## config.mk

```make
export PLATFORM = sky130hd
export DESIGN_NAME = nibble_deser64
export DESIGN_NICKNAME = d
export VERILOG_FILES = /design/src/rtl/nibble_deser64.sv
export SDC_FILE = /design/constraint.sdc
export NUM_CORES = 1
export LEC_CHECK = 0
export CAP_MARGIN = 25
export CORE_ASPECT_RATIO = 2
export CORE_UTILIZATION = 25
export DETAILED_ROUTE_END_ITERATION = 8
export SLEW_MARGIN = 15
export SYNTH_ARGS = -nofsm -noshare
export SYNTH_HDL_FRONTEND = slang
export SYNTH_SLANG_ARGS = --single-unit
export TNS_END_PERCENT = 30
```

## constraint.sdc

```tcl
create_clock -name CLK -period 4.1 [get_ports CLK]
set_input_delay 0.615 -clock CLK [delete_from_list [all_inputs] [get_ports CLK]]
set_output_delay 0.615 -clock CLK [all_outputs]
set_load 0.02 [all_outputs]
```

## src/rtl/nibble_deser64.sv

```systemverilog
// Reassembles a 64-bit word from 16 back-to-back nibbles (MSB- or LSB-first)
// and holds it in a one-entry output buffer drained by valid/ready.
module nibble_deser64 #(
  parameter int DATA_W = 64,
  parameter int NIB_W  = 4
) (
  input  logic              CLK,
  input  logic              RST,
  input  logic [NIB_W-1:0]  nib_in,
  input  logic              nib_valid,
  output logic              nib_ready,
  input  logic              dir_r,
  input  logic              clear,
  output logic [DATA_W-1:0] data_out,
  output logic              out_valid,
  input  logic              out_ready,
  output logic [3:0]        nib_count
);
  localparam int NIBS = DATA_W / NIB_W;

  logic [DATA_W-1:0] asm_q;
  logic [DATA_W-1:0] shifted;
  logic              dir_q;
  logic              dir_eff;
  logic              last;
  logic              accept;
  logic              complete;

  assign last      = (nib_count == 4'(NIBS - 1));
  // Only the word-completing nibble has to wait for the buffer to free up.
  assign nib_ready = ~clear & ~(out_valid & ~out_ready & last);
  assign accept    = nib_valid & nib_ready;
  assign complete  = accept & last;

  // Direction is sampled with the first nibble and frozen for the word.
  assign dir_eff = (nib_count == 4'd0) ? dir_r : dir_q;
  assign shifted = dir_eff ? {nib_in, asm_q[DATA_W-1:NIB_W]}
                           : {asm_q[DATA_W-NIB_W-1:0], nib_in};

  always_ff @(posedge CLK or posedge RST) begin
    if (RST) begin
      asm_q     <= '0;
      nib_count <= '0;
      dir_q     <= 1'b0;
    end else if (clear) begin
      asm_q     <= '0;
      nib_count <= '0;
    end else if (accept) begin
      if (nib_count == 4'd0) dir_q <= dir_r;
      if (last) begin
        asm_q     <= '0;
        nib_count <= '0;
      end else begin
        asm_q     <= shifted;
        nib_count <= nib_count + 4'd1;
      end
    end
  end

  // Completion wins over drain so a back-to-back word leaves no bubble.
  always_ff @(posedge CLK or posedge RST) begin
    if (RST) begin
      data_out  <= '0;
      out_valid <= 1'b0;
    end else if (complete) begin
      data_out  <= shifted;
      out_valid <= 1'b1;
    end else if (out_valid & out_ready) begin
      out_valid <= 1'b0;
    end
  end
endmodule

```

Word-level counts from Yosys, hierarchy flattened

Index checks and enable logic that the tools add are counted.

Register bits after elaboration: 134
Bits of input ports: 10
Output and inout port bits: 70
Logic and storage cells: 30

Add/sub/neg operators: 1
Eq/ne operators: 1
Multiplexer cells: 10
Bitwise gates (word level): 9
Reductions and logical operators: 4

Operators with widths:

| operator                                                      | count |
|---|---|
| 64-bit two-way mux                                            | 4 |
| 4-bit two-way mux                                             | 3 |
| 1-bit AND                                                     | 6 |
| 4-bit by 1-bit adder with 4-bit output, second input constant | 1 |
| 4-bit == test, second input constant                          | 1 |
| 4-bit logical NOT                                             | 1 |
| 2-bit nonzero test                                            | 2 |
| 1-bit two-way mux                                             | 3 |
| 1-bit NOT                                                     | 3 |
| 2-bit AND reduction                                           | 1 |

Depth between registers and ports, before layout

Depth in word-level cells: 8
Mapped depth: 8
Depth with buffers taken out: 6

Worst setup path before layout

Ideal clock, no wire load.

Kind: flip-flop to flip-flop
Start: register nib_count[0]
End: register data_out[0]
Data arrival time: 1.873 ns
Data required time: 3.975 ns
Slack: 2.103 ns
Cell stages (with the launch flop): 7
Clock period less this slack: 1.997 ns
Path through: dfrtp_1 ha_1 nand3_2 o21ai_4 nor3_4 buf_6 mux2_2

Cells in the longest elaborated chain, start to end: 6
Elaborated cells on any way between the ends: 9
Those cells by class: eq/ne (1); mux (2); bitwise (5); reduce/logical (1)

Ends and longest elaborated chain:

| item                   | line | RTL |
|---|---|---|
| from (decl)            | 17   | `output logic [3:0] nib_count` |
| from (signal assigned) | 55   | `nib_count <= nib_count + 4'd1;` |
| 4-bit == test          | 29   | `assign last = (nib_count == 4'(NIBS - 1));` |
| 1-bit AND              | 31   | `assign nib_ready = ~clear & ~(out_valid & ~out_ready & last);` |
| 1-bit NOT              | 31   |  |
| 1-bit AND              | 31   |  |
| 1-bit AND              | 32   | `assign accept = nib_valid & nib_ready;` |
| 1-bit AND              | 33   | `assign complete = accept & last;` |
| to (signal assigned)   | 66   | `data_out <= shifted;` |
| to (decl)              | 14   | `output logic [DATA_W-1:0] data_out,` |

Several ways; a longest one is shown, not always the timed one.
A chain may end at the register's enable or synchronous reset.

Worst setup path in the final report

Start: register nib_count[0]
End: output nib_ready

Cells in the longest elaborated chain, start to end: 4

Ends and longest elaborated chain:

| item          | line | RTL |
|---|---|---|
| 4-bit == test | 29   |  |
| 1-bit AND     | 31   |  |
| 1-bit NOT     | 31   |  |
| 1-bit AND     | 31   |  |
| to (decl)     | 11   | `output logic nib_ready,` |

Every way passes these cells.

==> summary.md <==
| Metric | Value |
|---|---|
| CTS root buffer | `clkbuf_16` |
| Clock-pin slew on the worst setup and hold paths | `0.06 ns` |
| Proportion of layout cells with a drive suffix above 1 | `17.4%` |
| Post-synthesis sequential area ratio | `47.8%` |
| Hold_ws | `0.503 ns` |
| Critical Path Stages | `5` |
| Routed len/inst | `~17 um` |
| Total CTS buffers | `17` |
| Synth warn | `0` |
| Worst reg2reg path depth | `6` |
| Worst-path cell chain | `ha_1, nand3_2, nor2_1, nor2_1, clkdlybuf4s50_1` |
| Gpl congestion | `0.709` |
| Final Critical Period | `2.66 ns` |
| CP top delay family | `buffers and inverters` |
| RSZ-0062 raised after global routing | `false` |
| Hold WC Path Type | `flip-flop to flip-flop` |
| Most common cell after layout, fill and taps aside | `dfrtp_1` |
| Slowest stage cell, crit path | `clkdlybuf4s50_1` |
| Post-synth net total | `618` |
| Hold Buf Count CTS | `0` |
| Power per cell area | `473 nW/um2` |
| Largest net degree at the start of global routing | `135` |
| Core Rows | `86` |
| Pins Over Slew Limit | `0` |
| Antenna violations before repair | `0` |
| Final WS setup | `approximately 1.4 ns` |
| Port Buffers | `79` |
| CTS tree | `done` |
| CP arrival | `2.05 ns` |
| Reg2reg end | `asm_q[61]` |
| Worst setup SP type | `flip-flop` |
| Post-CTS setup buffer count | `0` |
| Synth Area per Inst | `11.6 um2` |
| Post-DP HPWL | `11600 um` |
| Final period util | `64.9%` |
| Max-cap viol count | `0` |
| Diode count | `0` |
| Number of I/O pins | `80` |
| WHS Path Cells | `1` |
| Pre-CTS setup slack | `between 1 and 1.5 ns` |
| Synthesized flop and latch total | `134` |
| Die area | `28800 um2` |
| RR Startpoint | `nib_count[1]` |
| DRC | `0` |
| Pre-antenna DRT Iters | `4` |
| Crit Path Max Fanout | `5` |
| Hold Crit Endpoint | `data_out[19]` |
| CORE AREA | `27500 um2` |
| Worst hold path startpoint | `data_out[19]` |
| Slew of the pin with the lowest slew margin | `~0.8 ns` |
| H-tree lvl count | `4` |
| Die height | `239 um` |
| Critical path buffers and inverters | `1` |
| Nets | `671` |
| Worst VDD drop | `0.255 mV` |
| WL final | `17900 um` |
| Die span in x | `120 um` |
| Setup violations, final | `0` |
| Area grow syn2layout | `25.2%` |
| Final Hold Viols | `0` |
| # resized after CTS | `0` |
| Utilization after layout | `between 30% and 40%` |
| Leak | `3.74 nW` |
| Iteration-0 DRC count of the detailed router | `322` |
| Most frequent cells in the layout | `dfrtp_1 (133), clkdlybuf4s50_1 (78), mux2i_1 (65), a21oi_1 (65), mux2_2 (65)` |
| Total gr overflow | `0` |
| Maximum root-to-sink buffer count | `2` |
| Critical Path Most Common Cell | `nor2_1` |
| Library cells used by synthesis | `28` |
| Worst setup EP type | `output port` |
| Critical Path RT | `3.48 ns` |
| Starting density of the core | `25.4%` |
| Setup Crit Path Kind | `flip-flop to output port` |
| Antenna-violating nets left | `0` |
| R2r setup slk | `1.82 ns` |
| Slew margin rel. | `a little under half` |
| Clock Latency Late Sink | `0.43 ns` |
| Sink Count | `134` |
| Overall Power | `4.16 mW` |
| Mapped cell area | `7010 um2` |
| All-layer global routing usage | `around an eighth` |
| Status | `finished, final reports clean` |
| Crit path largest cell delay | `~0.61 ns` |
| Number of global-route vias before repair | `4980` |
| Skew final | `0.00739 ns` |
| Routed via count | `4961` |
| Fmax | `376 MHz` |
| Mapped Cells | `606` |
| Via density per instance | `roughly 4.8` |
| Global-route wire length before repair | `28800 um` |
| Sum Neg Setup Slack | `0 ns` |
through the flow:
| step | instance area [um2] | std cells |
|---|---|---|
| 6_report | 8780 | 1024 |
| 5_1_grt | 8780 | 1024 |
| 4_1_cts | 8780 | 1024 |
| 3_5_place_dp | 8070 | 992 |
| 3_3_place_gp | 8070 | 992 |
| 2_1_floorplan | 7010 | 606 |
metal layers:
| layer | GRT usage [%] | vias up | wire length, um |
|---|---|---|---|
| met5 | 0 | - | 0 |
| li1 | - | 2390 | - |
| met4 | 5.54 | 0 | 427 |
| met2 | 22.8 | 57 | 9600 |
| met3 | 2.84 | 18 | 426 |
| met1 | 15.1 | 2496 | 7410 |
synth_stat cells:
| master | number | area share (%) |
|---|---|---|
| a211oi_1 | 64 | 6.9 |
| mux2i_1 | 65 | 9.3 |
| and3b_1 | 1 | 0.12 |
| a31oi_1 | 1 | 0.089 |
| ha_1 | 2 | 0.36 |
| buf_4 | 6 | 0.64 |
| nor2b_1 | 64 | 5.7 |
| buf_6 | 6 | 0.96 |
| and2b_1 | 1 | 0.11 |
| nor3_4 | 1 | 0.23 |
| inv_1 | 4 | 0.21 |
| nand3_2 | 1 | 0.14 |
| buf_2 | 25 | 1.8 |
| mux2_2 | 65 | 10 |
| nand2b_1 | 1 | 0.089 |
| nand3_1 | 2 | 0.14 |
| a22o_1 | 64 | 8.0 |
| o21ai_4 | 1 | 0.23 |
| xnor2_1 | 1 | 0.12 |
| nor2_1 | 5 | 0.27 |
| a21oi_1 | 65 | 4.6 |
| dfrtp_1 | 134 | 48 |
| nor3_1 | 1 | 0.071 |
| nor3b_1 | 3 | 0.32 |
| a211o_1 | 1 | 0.12 |
| clkbuf_1 | 19 | 1.0 |
| nand2_1 | 2 | 0.11 |
| and3_1 | 1 | 0.089 |
flip-flops by register name (all words and copies together), names as in the netlist:
register   cells
asm_q         64
data_out      64
dir_q          1
out_valid      1
nib_count      4
cells by family after synthesis:
family,synth area share [%]
AOI/OAI and AO/OA,19.9
xor gates and xnor gates,0.125
adders and majority gates,0.357
buffers and inverters,4.62
DFF,47.8
muxes,19.7
and+or+nand+nor,7.41
power breakdown:
part	switching (mW)	total [mW]	internal, mW
Combinational	0.419	0.729	0.310
Clock	0.595	1.85	1.25
Sequential	0.163	1.58	1.42
worst max path at each step:
stage	start	end	slack, ns
finish	nib_count[0]	nib_ready	1.44
global route	nib_count[0]	nib_ready	1.35
CTS	nib_count[0]	nib_ready	1.40
detailed placement	out_ready	nib_ready	1.44
global placement	out_ready	nib_ready	1.44
floorplan	RST	asm_q[0]	1.82
layout make-up:
type                            count  area, um2
Multi-Input combinational cell    412       3340
Clock buffer                       20        467
Tap cell                          352        440
Sequential cell                   134       3360
Timing Repair Buffer               90        908
Clock inverter                     12        246
Inverter                            4       18.8
Fill cell                        2821      18800
Power figures use the tool's default switching activity.
